--- config.mk ---
export PLATFORM = sky130hd
export DESIGN_NAME = ram8_arbiter
export DESIGN_NICKNAME = d
export VERILOG_FILES = /design/src/rtl/ram8_arb_pkg.sv /design/src/rtl/rr_arb2.sv /design/src/rtl/ram8_arbiter.sv
export SDC_FILE = /design/constraint.sdc
export NUM_CORES = 1
export LEC_CHECK = 0
export ABC_AREA = 1
export BUFFER_PORTS_ARGS = -buffer_cell sky130_fd_sc_hd__buf_2
export CORE_ASPECT_RATIO = 1.1
export CORE_MARGIN = 5
export CORE_UTILIZATION = 37
export CTS_CLUSTER_DIAMETER = 100
export DETAILED_ROUTE_END_ITERATION = 8
export PLACE_DENSITY = 0.76
export SETUP_SLACK_MARGIN = 0.05
export SLEW_MARGIN = 10
export SYNTH_ARGS = -nofsm -noshare
export SYNTH_HDL_FRONTEND = slang
export SYNTH_SLANG_ARGS = --single-unit
export TNS_END_PERCENT = 1
--- constraint.sdc ---
create_clock -name clk -period 1.17 [get_ports clk]
set_input_delay 0.117 -clock clk [delete_from_list [all_inputs] [get_ports clk]]
set_output_delay 0.117 -clock clk [all_outputs]
set_load 0.02 [all_outputs]
--- src/rtl/ram8_arb_pkg.sv ---
// Shared types and default sizes for the two-port ram8 arbiter.
package ram8_arb_pkg;

    typedef enum logic {
        CLEAR,
        IDLE
    } state_t;

    typedef enum logic {
        PORT_A,
        PORT_B
    } port_t;

    localparam int DEF_WIDTH  = 16;
    localparam int DEF_ADDR_W = 3;

endpackage

--- src/rtl/rr_arb2.sv ---
// Two-request round-robin grant logic; last_grant decides contention and
// only moves when a grant is actually issued.
module rr_arb2
    import ram8_arb_pkg::*;
(
    input  logic clk,
    input  logic reset,
    input  logic enable,
    input  logic a_req,
    input  logic b_req,
    output logic a_gnt,
    output logic b_gnt
);

    port_t last_grant;

    always_comb begin
        a_gnt = 1'b0;
        b_gnt = 1'b0;
        if (enable) begin
            if (a_req && b_req) begin
                if (last_grant == PORT_B) begin
                    a_gnt = 1'b1;
                end else begin
                    b_gnt = 1'b1;
                end
            end else begin
                a_gnt = a_req;
                b_gnt = b_req;
            end
        end
    end

    // Reset to B so that A wins the first contention.
    always_ff @(posedge clk or posedge reset) begin
        if (reset) begin
            last_grant <= PORT_B;
        end else if (a_gnt) begin
            last_grant <= PORT_A;
        end else if (b_gnt) begin
            last_grant <= PORT_B;
        end
    end

endmodule

--- src/rtl/ram8_arbiter.sv ---
// Shares one single-port ram8 between requesters A and B with registered
// read responses. Define RAM8_ARB_CLEAR_EN to zero the memory after reset.
module ram8_arbiter
    import ram8_arb_pkg::*;
#(
    parameter int WIDTH  = DEF_WIDTH,
    parameter int ADDR_W = DEF_ADDR_W
) (
    input  logic              clk,
    input  logic              reset,
    input  logic              a_req,
    input  logic              a_we,
    input  logic [ADDR_W-1:0] a_addr,
    input  logic [WIDTH-1:0]  a_wdata,
    output logic              a_gnt,
    output logic              a_rvalid,
    output logic [WIDTH-1:0]  a_rdata,
    input  logic              b_req,
    input  logic              b_we,
    input  logic [ADDR_W-1:0] b_addr,
    input  logic [WIDTH-1:0]  b_wdata,
    output logic              b_gnt,
    output logic              b_rvalid,
    output logic [WIDTH-1:0]  b_rdata,
    output logic [WIDTH-1:0]  ram_in,
    output logic [ADDR_W-1:0] ram_addr,
    output logic              ram_load,
    input  logic [WIDTH-1:0]  ram_out,
    output logic              busy
);

    logic arb_en;

`ifdef RAM8_ARB_CLEAR_EN
    state_t            state;
    state_t            state_next;
    logic [ADDR_W-1:0] clr_cnt;
    logic [ADDR_W-1:0] clr_cnt_next;

    always_ff @(posedge clk or posedge reset) begin
        if (reset) begin
            state   <= CLEAR;
            clr_cnt <= '0;
        end else begin
            state   <= state_next;
            clr_cnt <= clr_cnt_next;
        end
    end

    // One zero write per cycle; leave CLEAR after the top address.
    always_comb begin
        state_next   = state;
        clr_cnt_next = clr_cnt;
        if (state == CLEAR) begin
            clr_cnt_next = clr_cnt + 1'b1;
            if (clr_cnt == {ADDR_W{1'b1}}) begin
                state_next = IDLE;
            end
        end
    end

    assign busy = (state == CLEAR);
`else
    assign busy = 1'b0;
`endif

    assign arb_en = !reset && !busy;

    rr_arb2 u_arb (
        .clk    (clk),
        .reset  (reset),
        .enable (arb_en),
        .a_req  (a_req),
        .b_req  (b_req),
        .a_gnt  (a_gnt),
        .b_gnt  (b_gnt)
    );

    always_comb begin
        ram_load = 1'b0;
        ram_addr = '0;
        ram_in   = '0;
        if (a_gnt) begin
            ram_load = a_we;
            ram_addr = a_addr;
            ram_in   = a_wdata;
        end else if (b_gnt) begin
            ram_load = b_we;
            ram_addr = b_addr;
            ram_in   = b_wdata;
        end
`ifdef RAM8_ARB_CLEAR_EN
        if (busy) begin
            ram_load = 1'b1;
            ram_addr = clr_cnt;
            ram_in   = '0;
        end
`endif
    end

    // Read data is captured at the grant edge; the idle port keeps its rdata.
    always_ff @(posedge clk or posedge reset) begin
        if (reset) begin
            a_rvalid <= 1'b0;
            b_rvalid <= 1'b0;
            a_rdata  <= '0;
            b_rdata  <= '0;
        end else begin
            a_rvalid <= a_gnt && !a_we;
            b_rvalid <= b_gnt && !b_we;
            if (a_gnt && !a_we) begin
                a_rdata <= ram_out;
            end
            if (b_gnt && !b_we) begin
                b_rdata <= ram_out;
            end
        end
    end

endmodule

== Word-level counts from Yosys, hierarchy flattened ==
Cells that the tools add are included.

* Register bits after elaboration: 35
* Input port bits: 60
* Output and inout port bits: 57
* Logic and storage cells: 25

* Multiplexer cells: 14
* Reductions and logical operators: 6

{| class="wikitable"
|+ Operator list
! kind !! count
|-
| 16-bit 2-to-1 mux || 2
|-
| 1-bit 2-to-1 mux || 10
|-
| 3-bit 2-to-1 mux || 2
|-
| 1-bit logical AND || 3
|-
| 1-bit logical NOT || 2
|-
| 2-bit nonzero test || 1
|}

== Longest topological paths before layout ==
Gate-level depths: netlist of run 1.

* Depth after elaboration: 5
* Gate-level depth with buffers: 7
* Gate-level depth less buffers: 6

== Hierarchy ==
Synthesis of run 1 repeated with hierarchy kept, for this count alone.

* Cells, all modules: 227
* Area, all modules: 1821.7 um^2

{| class="wikitable"
|+ By module, submodules not included
! module !! instances !! cells an instance !! area each (um^2) !! sequential area each (um^2)
|-
| ram8_arbiter || 1 || 214 || 1744.2 || 850.8
|-
| rr_arb2 || 1 || 13 || 77.6 || 26.3
|}

== Worst setup path before layout of run 1 ==
OpenSTA, ideal clock, no wires.

* Kind: reg2out
* Start point: register u_arb.last_grant
* End point: output port ram_addr[0]
* Data arrival time: 1218 ps
* Required time: 1053 ps
* Path slack: -165 ps
* Cell stages (with the launch flop): 8
* Path buffers: 1
* Path through: dfstp_2 inv_1 nand2_2 nand2_1 inv_1 buf_4 nand2_1 nand2_1

{| class="wikitable"
|+ RTL lines
! element !! line !! text
|-
| from (decl) || rr_arb2.sv:15 || <nowiki>port_t last_grant;</nowiki>
|-
| from (signal assigned) || rr_arb2.sv:37 || <nowiki>last_grant <= PORT_B;</nowiki>
|-
| from (signal assigned) || rr_arb2.sv:39 || <nowiki>last_grant <= PORT_A;</nowiki>
|-
| from (signal assigned) || rr_arb2.sv:41 || <nowiki>last_grant <= PORT_B;</nowiki>
|-
| 1-bit 2-to-1 mux || rr_arb2.sv:22 || <nowiki>if (last_grant == PORT_B) begin</nowiki>
|-
| 1-bit 2-to-1 mux || rr_arb2.sv:21 || <nowiki>if (a_req && b_req) begin</nowiki>
|-
| 1-bit 2-to-1 mux || rr_arb2.sv:20 || <nowiki>if (enable) begin</nowiki>
|-
| net a_gnt || ram8_arbiter.sv:15 || <nowiki>output logic a_gnt,</nowiki>
|-
| 3-bit 2-to-1 mux || ram8_arbiter.sv:83 || <nowiki>if (a_gnt) begin</nowiki>
|-
| to (decl) || ram8_arbiter.sv:26 || <nowiki>output logic [ADDR_W-1:0] ram_addr,</nowiki>
|}

The timed path passes the listed nets, and every way through them passes these cells.

== Final worst setup path of run 1 ==
* Start point: register u_arb.last_grant
* End point: output port ram_load

* Word-level cells in the longest chain between the ends: 5

{| class="wikitable"
|+ RTL lines
! element !! line !! text
|-
| 1-bit 2-to-1 mux || rr_arb2.sv:22 ||
|-
| 1-bit 2-to-1 mux || rr_arb2.sv:21 ||
|-
| 1-bit 2-to-1 mux || rr_arb2.sv:20 ||
|-
| 1-bit 2-to-1 mux || ram8_arbiter.sv:87 || <nowiki>end else if (b_gnt) begin</nowiki>
|-
| 1-bit 2-to-1 mux (*) || ram8_arbiter.sv:83 ||
|-
| to (decl) || ram8_arbiter.sv:27 || <nowiki>output logic ram_load,</nowiki>
|}

Mark *: on every way between the ends. The rest lies on a longest branch, timed or not.

==> results of run 1 <==
==> power by group through the flow <==
stage	sequential, mW	clock (mW)	combinational [mW]
floorplan	1.86	0	0.464
global placement	1.57	0	1.23
detailed placement	1.58	0	1.25
CTS	1.56	1.14	1.29
global route	1.59	1.20	1.45
finish	1.56	1.12	1.33
==> sequential cells by signal, summed over array words and instances (netlist names) <==
register	cells
b_rvalid	1
u_arb.last_grant	1
a_rdata	16
a_rvalid	1
b_rdata	16
==> critical path, cell delays in order, from the launching register on <==
cell and delay, ns:
dfstp_2 0.58, inv_2 0.06, nand2_4 0.08, buf_12 0.15, nand3_1 0.10, o21ai_0 0.09
buf_2 0.20
==> Yosys cell counts <==
cell type,number
inv_1,9
dfrtp_1,34
nand4_1,32
nand2_1,124
nand3_4,1
o21ai_0,2
clkinv_1,2
buf_4,3
nand2_2,1
nand3_2,1
buf_6,3
clkbuf_1,1
nand3_1,1
conb_1,1
dfstp_2,1
buf_2,6
nor2_4,2
==> per-layer routing <==
metal	vias up	global-route usage [%]	wire, um
met2	60	26.1	3010
met5	-	0	0
met1	932	24.2	2390
li1	979	-	-
met4	0	8.04	112
met3	14	4.84	356
==> area by class of cell <==
class	count	area [um^2]	share of cell area, %
well taps	56	70.1	2.56
repair buffers	128	744	27.2
clock buffers	6	82.6	3.01
clock inverters	2	35.0	1.28
inverters	11	52.6	1.92
multi-input cells	165	847	30.9
flip-flops and latches	35	877	32.0
repair inverters	4	31.3	1.14
==> how the worst min path moves through the flow <==
| stage | startpoint | endpoint | slack [ns] | cells after the start |
|---|---|---|---|---|
| finish | ram_out[14] | a_rdata[14] | 0.10 | 3 |
| global route | ram_out[6] | b_rdata[6] | 0.1 | 3 |
| CTS | ram_out[3] | b_rdata[3] | 0.1 | 3 |
| detailed placement | reset | b_rdata[12] | 0.23 | 3 |
| global placement | reset | b_rdata[9] | 0.22 | 3 |
| floorplan | reset | a_rdata[0] | 0.27 | 1 |
==> timing repair <==
action	in CTS	in global routing
gates resized for setup	15	21
endpoints found under the hold margin	34	0
hold buffers	1	0
cloned	3	1
pin swaps	2	12
setup endpoints to repair	56	56
setup buffers	0	1
==> stage by stage <==
| stage | std cells | setup slack [ns] | TNS, ns | total power [mW] |
|---|---|---|---|---|
| floorplan | 224 | -0.0520 | -1.19 | 2.32 |
| global placement | 393 | -0.225 | -6.91 | 2.80 |
| detailed placement | 393 | -0.271 | -8.34 | 2.83 |
| CTS | 405 | -0.487 | -12.30 | 3.99 |
| global route | 407 | -0.553 | -18.27 | 4.24 |
| finish | 407 | -0.493 | -14.94 | 4.01 |
==> logic make-up after synthesis <==
group	share of synthesized area, %
simple gates	41.6
flops	50.1
buf+inv	7.51
compound gates	0.572
other cells	0.214
==> metrics.txt, run 1 <==
outcome=finished, violations left; failing checks=setup timing; global route total overflow=0; post-synth top area share=48.6%; core area=4620 um^2; DRC Markers=0; H-tree levels=2; internal power=2.60 mW; Seq/Total Area, Yosys=50.1%; most frequent cells in the layout=buf_2 (110), nand2_1 (96), dfrtp_1 (34), nand4_1 (32), nand2_2 (25); Filler cells=450; Comb power frac=33.1%; Routed wire per std cell=14.4 um; Post-Route Hold Slack=0.102 ns; chip width=75.6 um; Layout area overhead=56.7%; largest net degree at the start of global routing=21; reg2reg setup slack=-0.17 ns; unique cell type count in the Yosys netlist=17; die height=82.1 um; switching part of the total=35.1%; synthesis-stage register bit count=35; minimum clock period=1.66 ns; Sink Count=35; max_cap viols=0; Final Slew Violations=0; CP Capture Point=ram_load; Critical R2R Launch=u_arb.last_grant; yosys warns=0; global-route wire length before repair=8530 um; Mapped Cells=224; clock skew=0.00241 ns; crit path max fanout=18; crit path kind=reg2out; Antenna Nets Post-Route=0; Initial Utilization=37.9%; initial antenna violation count=0; drt via density=4.88; number of global-route vias before repair=1846; Hold Fails Final Rpt=0; IO Count=117; clk slew on worst S/H paths=0.07 ns; Worst Hold Class=in2reg; layout cells sized above 1=50.1%; area leader, netlist=dfrtp_1; clock latency on the worst-skew pair=0.29 ns; clk buf depth=2; Die ar.=6200 um^2; Area contributors post-synth=dfrtp_1 (49%), nand2_1 (27%), nand4_1 (11%); Final Cell Area=2740 um^2; Vias=1985; reg2reg end=b_rdata[8]; required time worst endpoint=1.05 ns; RSZ-0062 raised after global routing=true; Layout Nets=410; Setup-failing EPs final=56; Worst Setup SP=u_arb.last_grant; site row count=26; port buffer count=115; GRT Total Usage=17.8%; worst setup margin=-0.493 ns; CTS tree=built; placed instance area=2460 um^2; CTS buffer count=5; Post-Syn Nets=284; PwrDens=1470 nW/um^2; NetSw=1.41 mW; Leak=1.60 nW; final wirelength=5860 um; Setup crit end kind=primary output; initial drt markers=131; fin crit share=142%; final core utilization=59.3%; Synth Cell Area=1750 um^2; syn_area_per_cell=7.81 um^2; Final GP Congestion=0.752; # diodes=0; Arr. time, crit path=1.55 ns; Peak Freq=601 MHz; DP HPWL=4360 um; R2R depth=6; Max VDD drop=0.536 mV; Clk pwr share=27.9%; Seq pwr share=38.9%; startpoint types=flop; most common cell after layout, fill and taps aside=buf_2; Initial DRT Pass Iterations=4; root buffer cell=clkbuf_8
Power figures use the tool's default switching activity.
==> run 2, diff against run 1 <==
Settings changed: SKIP_LAST_GASP from default to 1.
==> run 2 against run 1 <==
Against the previous run:
- the run still ends with setup timing left
- worst setup slack got worse by 0.0062 ns
- global-route usage barely moved
- sequential power barely moved
- cell count did not move
- total power fell by 0.68%
- critical path depth did not move
- sequential share of layout area rose by 0.34 points
- non-clock buffer count did not move
- routed wire length fell by 1.4%
- worst hold slack improved by 0.00093 ns
- flip-flop and latch count did not move
- first-iteration DRC count rose by 11%
==> metrics.txt, run 2 (synthesis gave the netlist of run 1 again) <==
crit path kind=reg2out; GRT Total Usage=17.7%; placed cells=393; final wirelength=5780 um; global-route wire length before repair=8510 um; DP HPWL=4360 um; outcome=finished, violations left; Final GP Congestion=0.752; drt via density=4.81; Routed wire per std cell=14.2 um; Layout Nets=410; minimum clock period=1.67 ns; Leak=1.59 nW; Initial Utilization=37.9%; initial antenna violation count=0; Regs by FF count=a_rdata (16), b_rdata (16); layout cells sized above 1=49.9%; number of global-route vias before repair=1841; CTS tree=built; required time worst endpoint=1.05 ns; Vias=1957; Die ar.=6200 um^2; root buffer cell=clkbuf_8; site row count=26; Antenna Nets Post-Route=0; most common cell after layout, fill and taps aside=buf_2; RSZ-0062 raised after global routing=true; Filler cells=457; Sink Count=35; IO Count=117; CTS buffer count=5; H-tree levels=2; die height=82.1 um; port buffer count=115; Final Total Pwr=3.99 mW; Max VDD drop=0.536 mV; core area=4620 um^2; Layout area overhead=55.0%; final core utilization=58.7%; Arr. time, crit path=1.55 ns; failing checks=setup timing; # diodes=0; Multi-input gate area=837 um^2; Final Slew Violations=0; Hold Fails Final Rpt=0; Setup-failing EPs final=56; clk slew on worst S/H paths=0.07 ns; clock skew=0.00209 ns; PwrDens=1470 nW/um^2; fin crit share=143%; largest net degree at the start of global routing=21; fin cells=407; chip width=75.6 um; Setup crit end kind=primary output; total area of sequential cells=877 um^2; global route total overflow=0; Worst Hold Class=in2reg; max_cap viols=0; clock latency on the worst-skew pair=0.29 ns; most frequent cells in the layout=buf_2 (111), nand2_1 (97), dfrtp_1 (34), nand4_1 (32), nand2_2 (24); startpoint types=flop; Peak Freq=599 MHz; Initial DRT Pass Iterations=4; worst setup margin=-0.499 ns; clk buf depth=2; DRC Markers=0; initial drt markers=146; crit path max fanout=5
run 2: cell counts in the layout (fill, tap and decap cells not counted):
No cell type changed its count.
run 2: what timing repair did:
action                                  CTS  global route
buffers inserted                          0             1
hold endpoints to repair                 34             0
hold buffers                              1             0
cloned                                    3             1
gates resized for setup                   8            22
endpoints found under the setup margin   56            56
pin swaps                                 1             8
run 2: final cells by class:
class	count	area share, %
Sequential cell	35	32.3
Multi-Input combinational cell	165	30.9
Timing Repair Buffer	128	26.8
Clock buffer	6	3.05
Tap cell	56	2.58
Inverter	11	1.94
Clock inverter	2	1.29
Timing Repair inverter	4	1.15
run 2: worst paths after layout:
kind | from | end | slack (ns) | cells after the start
min | ram_out[0] | a_rdata[0] | 0.10 | 3
max reg2reg | u_arb.last_grant | b_rdata[8] | -0.22 | 6
min reg2reg | b_rdata[6] | b_rdata[6] | 0.47 | 2
max in group asynchronous | reset | u_arb.last_grant | 0.44 | 4
min in group asynchronous | reset | b_rdata[12] | 0.48 | 4
max | u_arb.last_grant | ram_in[3] | -0.50 | 6
run 2: routing by layer:
layer  wire length (um)  up-vias  GRT usage, %
met5                  0        -             0
met4                174        0          8.04
met2               2920       60          26.1
met1               2360      906          24.1
li1                   -      975             -
met3                322       16          4.84
run 2: critical path: stages (launching register included):
cell	delay (ns)
dfstp_2	0.58
nand2_4	0.08
nand2_8	0.11
clkinvlp_4	0.19
nand2_2	0.12
nand2_2	0.06
buf_6	0.12
run 2: metrics by stage:
stage	worst slack (ns)	instance area [um^2]	TNS [ns]	hold WS, ns
after CTS	-0.487	2630	-13.49	0.0959
after detailed placement	-0.271	2460	-8.34	0.228
after floorplan	-0.0520	1810	-1.19	0.266
final	-0.499	2710	-16.11	0.102
after global placement	-0.225	2460	-6.91	0.223
after global routing	-0.549	2710	-20.19	0.0984
run 2: report_power, final:
| group | internal (mW) | switching [mW] | leakage, nW |
|---|---|---|---|
| combinational | 0.462 | 0.847 | 1.10 |
| sequential | 1.44 | 0.119 | 0.438 |
| clock | 0.689 | 0.430 | 0.0612 |
